[config.mk]
export PLATFORM = sky130hd
export DESIGN_NAME = ad4003_acq_sequencer_flat
export DESIGN_NICKNAME = d
export VERILOG_FILES = /design/src/rtl/ad4003_acq_sequencer_pkg.sv /design/src/rtl/ad4003_acq_sequencer_if.sv /design/src/rtl/ad4003_acq_sequencer_period_timer.sv /design/src/rtl/ad4003_acq_sequencer.sv /design/src/flat_wrapper.sv
export SDC_FILE = /design/constraint.sdc
export NUM_CORES = 1
export LEC_CHECK = 0
export CAP_MARGIN = 15
export CELL_PAD_IN_SITES_DETAIL_PLACEMENT = 0
export CELL_PAD_IN_SITES_GLOBAL_PLACEMENT = 1
export CORE_MARGIN = 4
export CORE_UTILIZATION = 46
export CTS_BUF_LIST = sky130_fd_sc_hd__clkbuf_4 sky130_fd_sc_hd__clkbuf_8
export DETAILED_ROUTE_END_ITERATION = 8
export PLACE_DENSITY_LB_ADDON = 0.1
export SLEW_MARGIN = 25
export SYNTH_ARGS = -nofsm -noshare
export SYNTH_HDL_FRONTEND = slang
export SYNTH_HIERARCHICAL = 1
export SYNTH_SLANG_ARGS = --single-unit
[constraint.sdc]
create_clock -name adc_spi_clk -period 4.8 [get_ports adc_spi_clk]
set_input_delay 0.72 -clock adc_spi_clk [delete_from_list [all_inputs] [get_ports adc_spi_clk]]
set_output_delay 0.72 -clock adc_spi_clk [all_outputs]
set_load 0.01 [all_outputs]
[src/rtl/ad4003_acq_sequencer_pkg.sv]
// acq_pkg: shared constants, FSM state encoding and a sizing helper for the AD4003 sequencer.
package acq_pkg;
    localparam int CONV_CYCLES    = 48;
    localparam int ADC_DATA_WIDTH = 18;
    localparam int CFG_WIDTH      = 16;
    localparam int MIN_PERIOD     = CONV_CYCLES + 2 * ADC_DATA_WIDTH + 2;

    typedef enum logic [2:0] {IDLE, CONV, READ, DONE, WRITE, WACK} state_t;

    function automatic int max3(input int a, input int b, input int c);
        int m;
        m = (a > b) ? a : b;
        return (m > c) ? m : c;
    endfunction
endpackage

[src/rtl/ad4003_acq_sequencer_if.sv]
// ad4003_acq_sequencer_if: host control/status and ADC pin bundle for the acquisition sequencer.
interface ad4003_acq_sequencer_if
    import acq_pkg::*;
#(
    parameter int CFG_WIDTH = acq_pkg::CFG_WIDTH
);
    logic                 acq_en;
    logic [15:0]          period;
    logic                 cfg_wr_req;
    logic [CFG_WIDTH-1:0] cfg_word;
    logic                 cfg_wr_ack;
    logic                 cnvst;
    logic                 sck;
    logic                 sdi;
    logic                 reader_en_sync;
    logic                 sample_strobe;
    logic [31:0]          sample_cnt;
    logic                 overrun;
    logic                 busy;

    modport master (
        output acq_en, period, cfg_wr_req, cfg_word,
        input  cfg_wr_ack, cnvst, sck, sdi, reader_en_sync, sample_strobe, sample_cnt, overrun, busy
    );

    modport slave (
        input  acq_en, period, cfg_wr_req, cfg_word,
        output cfg_wr_ack, cnvst, sck, sdi, reader_en_sync, sample_strobe, sample_cnt, overrun, busy
    );
endinterface

[src/rtl/ad4003_acq_sequencer_period_timer.sv]
// acq_period_timer: free-running sample period counter; tick marks the wrap cycle, held at 0 when disabled.
module acq_period_timer (
    input  logic        adc_spi_clk,
    input  logic        rstn,
    input  logic        en,
    input  logic [15:0] period,
    output logic        tick
);
    logic [15:0] cnt;
    logic [15:0] last;

    // Periods of 0 and 1 behave as 2; >= keeps a shrunk period from running away.
    assign last = (period < 16'd2) ? 16'd1 : period - 16'd1;
    assign tick = en && (cnt >= last);

    always_ff @(posedge adc_spi_clk or negedge rstn) begin
        if (!rstn) cnt <= '0;
        else       cnt <= (tick || !en) ? '0 : cnt + 16'd1;
    end
endmodule

[src/rtl/ad4003_acq_sequencer.sv]
// ad4003_acq_sequencer: periodic CNVST/readback sequencing plus MSB-first register writes for an AD4003.
// All pin and status outputs are registered from the next state, so they align with the state change.
module ad4003_acq_sequencer
    import acq_pkg::*;
#(
    parameter int CONV_CYCLES    = acq_pkg::CONV_CYCLES,
    parameter int ADC_DATA_WIDTH = acq_pkg::ADC_DATA_WIDTH,
    parameter int CFG_WIDTH      = acq_pkg::CFG_WIDTH
) (
    input logic                   adc_spi_clk,
    input logic                   rstn,
    ad4003_acq_sequencer_if.slave bus
);
    localparam int CW = $clog2(max3(CONV_CYCLES, 2 * ADC_DATA_WIDTH, 2 * CFG_WIDTH) + 1);
    localparam logic [CW-1:0] CONV_LAST  = CW'(CONV_CYCLES - 1);
    localparam logic [CW-1:0] READ_LAST  = CW'(2 * ADC_DATA_WIDTH - 1);
    localparam logic [CW-1:0] WRITE_LAST = CW'(2 * CFG_WIDTH - 1);

    state_t               st, nst;
    logic [CW-1:0]        cyc, ncyc;
    logic [CFG_WIDTH-1:0] sh, sh_d;
    logic                 tick, acq_q, rise, sdi_d;

    acq_period_timer u_timer (
        .adc_spi_clk (adc_spi_clk),
        .rstn        (rstn),
        .en          (bus.acq_en),
        .period      (bus.period),
        .tick        (tick)
    );

    assign rise = bus.acq_en && !acq_q;

    always_ff @(posedge adc_spi_clk or negedge rstn) begin
        if (!rstn) begin
            st  <= IDLE;
            cyc <= '0;
        end else begin
            st  <= nst;
            cyc <= ncyc;
        end
    end

    // A tick always wins in IDLE; a pending write request waits for the next IDLE cycle.
    always_comb begin
        nst  = st;
        ncyc = cyc + 1'b1;
        case (st)
            IDLE: begin
                ncyc = '0;
                nst  = tick ? CONV : bus.cfg_wr_req ? WRITE : IDLE;
            end
            CONV: if (cyc == CONV_LAST) begin
                nst  = READ;
                ncyc = '0;
            end
            READ:    if (cyc == READ_LAST) nst = DONE;
            DONE:    nst = IDLE;
            WRITE:   if (cyc == WRITE_LAST) nst = WACK;
            WACK:    nst = IDLE;
            default: nst = IDLE;
        endcase
    end

    // Even cycles are SCK low phases; SDI moves to the next word bit only at the start of a low phase.
    always_comb begin
        sh_d  = (st == IDLE) ? bus.cfg_word : (st == WRITE && !ncyc[0]) ? sh << 1 : sh;
        sdi_d = (nst != WRITE) ? 1'b1
              : (st == IDLE)   ? bus.cfg_word[CFG_WIDTH-1]
              : ncyc[0]        ? bus.sdi
              :                  sh[CFG_WIDTH-2];
    end

    always_ff @(posedge adc_spi_clk or negedge rstn) begin
        if (!rstn) begin
            sh                 <= '0;
            acq_q              <= 1'b0;
            bus.cnvst          <= 1'b0;
            bus.sck            <= 1'b0;
            bus.sdi            <= 1'b1;
            bus.reader_en_sync <= 1'b0;
            bus.sample_strobe  <= 1'b0;
            bus.cfg_wr_ack     <= 1'b0;
            bus.busy           <= 1'b0;
            bus.overrun        <= 1'b0;
            bus.sample_cnt     <= '0;
        end else begin
            sh                 <= sh_d;
            acq_q              <= bus.acq_en;
            bus.cnvst          <= nst == CONV;
            bus.sck            <= (nst == READ || nst == WRITE) && ncyc[0];
            bus.sdi            <= sdi_d;
            bus.reader_en_sync <= nst == READ;
            bus.sample_strobe  <= nst == DONE;
            bus.cfg_wr_ack     <= nst == WACK;
            bus.busy           <= nst != IDLE;
            if (rise) begin
                bus.overrun    <= 1'b0;
                bus.sample_cnt <= '0;
            end else begin
                if (tick && st != IDLE) bus.overrun    <= 1'b1;
                if (nst == DONE)        bus.sample_cnt <= bus.sample_cnt + 32'd1;
            end
        end
    end
endmodule

[src/flat_wrapper.sv]
// flat-port wrapper written by rule: the top's interface ports become plain ports
module ad4003_acq_sequencer_flat import acq_pkg::*;
#(
    parameter int CONV_CYCLES    = acq_pkg::CONV_CYCLES,
    parameter int ADC_DATA_WIDTH = acq_pkg::ADC_DATA_WIDTH,
    parameter int CFG_WIDTH      = acq_pkg::CFG_WIDTH
)
  (adc_spi_clk, rstn, bus_acq_en, bus_period, bus_cfg_wr_req, bus_cfg_word, bus_cfg_wr_ack, bus_cnvst, bus_sck, bus_sdi, bus_reader_en_sync, bus_sample_strobe, bus_sample_cnt, bus_overrun, bus_busy);
  ad4003_acq_sequencer_if #(.CFG_WIDTH(CFG_WIDTH)) bus_i ();
  input logic adc_spi_clk;
  input logic rstn;
  input wire logic [$bits(bus_i.acq_en)-1:0] bus_acq_en;
  input wire logic [$bits(bus_i.period)-1:0] bus_period;
  input wire logic [$bits(bus_i.cfg_wr_req)-1:0] bus_cfg_wr_req;
  input wire logic [$bits(bus_i.cfg_word)-1:0] bus_cfg_word;
  output wire logic [$bits(bus_i.cfg_wr_ack)-1:0] bus_cfg_wr_ack;
  output wire logic [$bits(bus_i.cnvst)-1:0] bus_cnvst;
  output wire logic [$bits(bus_i.sck)-1:0] bus_sck;
  output wire logic [$bits(bus_i.sdi)-1:0] bus_sdi;
  output wire logic [$bits(bus_i.reader_en_sync)-1:0] bus_reader_en_sync;
  output wire logic [$bits(bus_i.sample_strobe)-1:0] bus_sample_strobe;
  output wire logic [$bits(bus_i.sample_cnt)-1:0] bus_sample_cnt;
  output wire logic [$bits(bus_i.overrun)-1:0] bus_overrun;
  output wire logic [$bits(bus_i.busy)-1:0] bus_busy;
  assign bus_i.acq_en = bus_acq_en;
  assign bus_i.period = bus_period;
  assign bus_i.cfg_wr_req = bus_cfg_wr_req;
  assign bus_i.cfg_word = bus_cfg_word;
  assign bus_cfg_wr_ack = bus_i.cfg_wr_ack;
  assign bus_cnvst = bus_i.cnvst;
  assign bus_sck = bus_i.sck;
  assign bus_sdi = bus_i.sdi;
  assign bus_reader_en_sync = bus_i.reader_en_sync;
  assign bus_sample_strobe = bus_i.sample_strobe;
  assign bus_sample_cnt = bus_i.sample_cnt;
  assign bus_overrun = bus_i.overrun;
  assign bus_busy = bus_i.busy;
  ad4003_acq_sequencer #(.CONV_CYCLES(CONV_CYCLES), .ADC_DATA_WIDTH(ADC_DATA_WIDTH), .CFG_WIDTH(CFG_WIDTH)) u_core (.adc_spi_clk(adc_spi_clk), .rstn(rstn), .bus(bus_i));
endmodule
## Word level (Yosys, flattened, before mapping)

Cells that the tools add are included.
W data, S select, Z words.

| operators by class | value |
|---|---|
| $add $sub $neg | 4 |
| magnitude comparators | 2 |
| equal/unequal tests | 13 |
| mux-type cells | 19 |
| reductions and logical operators | 16 |

Operators by type and width:

| cell | count |
|---|---|
| $mux W32 | 2 |
| $add A32 B1 Y32 const B | 1 |
| $mux W16 | 2 |
| $mux W15 | 2 |
| $add A16 B1 Y16 const B | 1 |
| $ge A16 B16 Y1 | 1 |
| $lt A16 B2 Y1 const B | 1 |
| $sub A16 B1 Y16 const B | 1 |
| $mux W3 | 5 |
| $eq A6 B6 Y1 const B | 2 |
| $pmux W3 S4 | 1 |
| $pmux W6 S2 | 1 |
| $eq A3 B2 Y1 const B | 3 |
| $eq A3 B3 Y1 const B | 3 |
| $add A6 B1 Y6 const B | 1 |
| $eq A3 B1 Y1 const B | 2 |
| $eq A6 B5 Y1 const B | 1 |
| $mux W6 | 1 |
| $ne A3 B3 Y1 const B | 2 |
| $reduce_bool A2 Y1 | 3 |
| $reduce_bool A3 Y1 | 2 |
| $logic_and A1 B1 Y1 | 5 |
| $mux W1 | 5 |
| $logic_not A1 Y1 | 3 |
| 2 further kinds | 3 |

| word-level totals | value |
|---|---|
| bits in registers | 81 |
| output and inout bits | 40 |
| word-level logic and storage cells | 68 |

## Depth between registers and ports, before layout

| depth | value |
|---|---|
| depth in word-level cells | 9 |
| depth in mapped cells | 15 |
| gate-level depth less buffers | 15 |

## Modules after synthesis

Netlist, hierarchy kept.

By module, submodules not included:

| module | times used | cells an instance | area each (um^2) | seq. area each (um^2) |
|---|---|---|---|---|
| ad4003_acq_sequencer | 1 | 297 | 3046.7 | 1627.8 |
| acq_period_timer | 1 | 175 | 1561.5 | 400.4 |

## Worst setup path before layout

OpenSTA, ideal clock, no wires.

| timing | value |
|---|---|
| path type | input to register |
| from | input port bus_period[9] |
| to | register u_core.bus.sck |
| library setup time | 101 ps |
| arrival time | 3497 ps |
| data required time | 4699 ps |
| path slack | 1202 ps |
| stages | 13 |
| buffers on the path | 1 |
| cell sequence | nor4_1 > and3_1 > nand2_1 > clkbuf_1 > nand2_1 > ha_1 > a21o_1 > a221oi_1 > o311ai_4 > o21a_1 > o211ai_1 > nand3b_1 > nor4_1 |

| between the ends | value |
|---|---|
| word-level cells in the longest chain between the ends | 9 |
| elaborated cells on any way between the ends | 11 |

RTL lines:

| element | RTL line | RTL |
|---|---|---|
| start, declared | flat_wrapper.sv:13 | `input wire logic [$bits(bus_i.period)-1:0] bus_period;` |
| $sub A16 B1 Y16 / $lt A16 B2 Y1 (equally long branches) | ad4003_acq_sequencer_period_timer.sv:13 | `assign last = (period < 16'd2) ? 16'd1 : period - 16'd1;` |
| $mux W16 (*) | ad4003_acq_sequencer_period_timer.sv:13 |  |
| $ge A16 B16 Y1 (*) | ad4003_acq_sequencer_period_timer.sv:14 | `assign tick = en && (cnt >= last);` |
| $logic_and A1 B1 Y1 (*) | ad4003_acq_sequencer_period_timer.sv:14 |  |
| via u_core.tick | ad4003_acq_sequencer.sv:22 | `logic tick, acq_q, rise, sdi_d;` |
| $mux W3 (*) | ad4003_acq_sequencer.sv:51 | `nst = tick ? CONV : bus.cfg_wr_req ? WRITE : IDLE;` |
| $pmux W3 S4 (*) | ad4003_acq_sequencer.sv:48 | `case (st)` |
| via u_core.nst[0] | ad4003_acq_sequencer.sv:19 | `state_t st, nst;` |
| $eq A3 B2 Y1 / $eq A3 B3 Y1 (equally long branches) | ad4003_acq_sequencer.sv:91 | `bus.sck <= (nst == READ \|\| nst == WRITE) && ncyc[0];` |
| $logic_or A1 B1 Y1 (*) | ad4003_acq_sequencer.sv:91 |  |
| $logic_and A1 B1 Y1 (*) | ad4003_acq_sequencer.sv:91 |  |
| end signal, assigned | ad4003_acq_sequencer.sv:91 |  |
| end, declared | ad4003_acq_sequencer_if.sv:28 | `output cfg_wr_ack, cnvst, sck, sdi, reader_en_sync, sample_strobe, sample_cnt, overrun, busy` |

The timed path passes the listed nets; every way through them passes the cells marked *.
A chain may end at the register's enable or synchronous reset.

## Worst setup path in the final report

| timing | value |
|---|---|
| from | input port bus_period[7] |
| to | register u_core.bus.sck |

Same word-level chain as after synthesis.

==> metrics.cfg <==
[route]
met3_length_um=399
drtPass1Iterations=4
via_per_inst=5.39
routedWlPerCell_um=14.6
drt-total-wl_mm=10.0
drc=0
ant_nets=0
drt_iter0_markers=131
vias=3680
m1WireLength_mm=4.57
dr_wl_met2_mm=4.95
top_layer=met4

[setup_path]
crit_fanout=14
critical_path.startpoint_type=input port
cp.arrival_ps=4360
slowest_delay_ps=520
crit_chain=clkdlybuf4s50_1 > nor4_1 > and3_1 > nand2_1 > nand2_1 > ha_1 > nand2b_1 > a2111oi_2 > o31ai_1 > o21a_1 > o211ai_1 > nand3b_1 > nor4_1
regToRegSetupSlack_ps=2200
path_class=input port to register
cp_slowest_cell=nor4_1
required_ps=5050
endpoint_kind=register

[cts]
cts_sinks=81
postCtsSetupRepairBufs=0
cts_resized=0
clk_pin_slew_ps=80
cts_buffers=9
htreeDepth=3
clk_path_buf_depth=2
cts_tree=yes
ctsHoldBuffers=0
insertion_delay_ps=350
cts_root_buffer=clkbuf_8

[place]
pre_cts_slack_ps=353
port_buffers=75
place_hpwl_mm=7.21
routabilityCongestion=0.793

[synthesis]
synth.distinct_cells=61
synth_nets=528
synth_area_mm2=0.00461
synth_area_leaders=dfrtp_1 (43%), xor2_1 (6.1%), ha_1 (5.4%)
synth_common_cells=dfrtp_1 (80), nand2_1 (44), nor2_1 (43)
syn_area_per_cell_um2=9.76
synth.most_common_cell=dfrtp_1
ys_seq_area_share_pct=44.0
ys_ff_latch=81
synth_edf_count=0
ys.flop_type=dfrtp_1
synth_top_cell_by_area=dfrtp_1
yosys.area.top_type_share_pct=43.4
yosys_warnings=6
syn_inst=472
synth_async_sr_flop_share_pct=100

[floorplan]
die_h_um=108
initial_core_util_pct=47.1
fp-row-count=36
die_w_um=108
dieArea_mm2=0.0117
ioPinCount=76
core_mm2=0.00977

[layout]
fillCellCount=876
multi_input_area_mm2=0.00245
area_delta_synth_final_pct=23.5
drive_above_1_share_pct=7.45
diodes=0
ff_latch_area_mm2=0.00203
finish.net_count=601

[grt]
grt_max_degree=82
grt_pass1_vias=3578
antenna_found_initial=0
overflow=0
grtUsageTotal_pct=18.0
grt_pass1_wl_mm=16.8

[run]
max-cap-violations=0

[pwr]
worst_ir_drop_vdd_v=0.000182
p_leak_nw=2.47
power.density_mw_per_mm2=302

[status]
outcome=completed

[timing]
slew_violations=0
fmax_ghz=0.243
tns_ps=0
post-route-min-period_ps=4110
finalCritPeriodShare_pct=85.7
worst_slack_ps=685
rsz0062_at_grt=false
setup_viol=0
fin_worst_skew_ps=14.2
tightest_slew_ps=760
hold_viol=0
max-slew-margin-rel_pct=48.9

[worst_hold_path]
worstHoldPathType=input port to async pin

==> cells in the final DEF, fill, tap and decap left out, drive strengths merged, types with 10 or more instances in the layout <==
| master | synthesis | final |
|---|---|---|
| xnor2 | 18 | 18 |
| inv | 14 | 15 |
| nand4 | 20 | 20 |
| nand3 | 21 | 21 |
| and3 | 13 | 13 |
| ha | 20 | 20 |
| dfrtp | 80 | 80 |
| clkdlybuf4s50 | 0 | 74 |
| clkbuf | 11 | 11 |
| nor3 | 19 | 19 |
| a21oi | 10 | 10 |
| nor2 | 43 | 43 |
| o21ai | 25 | 25 |
| nand2 | 45 | 45 |
| mux2i | 15 | 15 |
| xor2 | 32 | 32 |
==> per-layer routing <==
metal,vias to the layer above,global-route usage (%)
met5,-,0
met4,0,5.86
met3,6,3.46
met2,73,30.9
met1,1773,23.0
li1,1828,-
==> cells by family after synthesis <==
| kind of cell | synth area share [%] |
|---|---|
| simple gates | 25.4 |
| flops | 44.0 |
| compound gates | 9.39 |
| xor+xnor | 9.50 |
| buf+inv | 3.01 |
| fa+ha+maj | 5.43 |
| mux | 3.26 |
==> cell type report <==
| cell class | count | area share [%] |
|---|---|---|
| inverter | 14 | 0.923 |
| tap | 133 | 2.92 |
| multi-input combinational | 360 | 43.0 |
| timing repair buffer | 79 | 13.7 |
| clock inverter | 5 | 1.10 |
| clock buffer | 11 | 2.66 |
| sequential | 81 | 35.6 |
==> stage by stage <==
step	hold WS, ps	power, W	util (%)	cell area [um2]	std cells
after floorplan	424	0.00108	-	4610	472
final	407	0.00172	58.2	5690	683
after global routing	461	0.00183	58.2	5690	683
after CTS	491	0.00175	58.2	5690	683
after detailed placement	469	0.00121	56.0	5470	667
after global placement	460	0.00120	56.0	5470	667
==> sequential cells by signal (all words and copies together) (netlist names) <==
name and flops:
u_core/bus.sample_strobe 1, u_core/cyc 6, u_core/st 3, u_core/bus.reader_en_sync 1
u_core/bus.sck 1, u_core/bus.sdi 1, u_core/acq_q 1, u_core/bus.busy 1
u_core/bus.overrun 1, u_core/u_timer/cnt 16, u_core/bus.sample_cnt 32, u_core/bus.cnvst 1
u_core/bus.cfg_wr_ack 1, u_core/sh 15
==> worst max-delay path: cells and delay by family <==
family | cells | cell delay (ps)
AO/OA/AOI/OAI | 4 | 1120
AND/OR/NAND/NOR | 7 | 1820
buffers and inverters | 1 | 460
adder cells (fa/ha/maj) | 1 | 240
==> worst paths after layout <==
| check | start | endpoint | cells past startpoint |
|---|---|---|---|
| max | bus_period[7] | u_core/bus.sck | 13 |
| min | rstn | u_core/bus.sample_cnt[9] | 1 |
| max reg2reg | u_core/u_timer/cnt[0] | u_core/bus.sck | 9 |
| min reg2reg | u_core/sh[14] | u_core/sh[14] | 2 |
| max in group asynchronous | rstn | u_core/u_timer/cnt[0] | 1 |
| min in group adc_spi_clk | u_core/sh[14] | u_core/sh[14] | 2 |
==> power by group <==
part	switching, W	internal (W)	leakage (nW)	total, W
Clock	0.000249	0.000272	0.102	0.000521
Sequential	0.0000628	0.000767	1.09	0.000830
Combinational	0.000195	0.000173	1.28	0.000368
No activity file was read; power rests on OpenSTA's default activity.
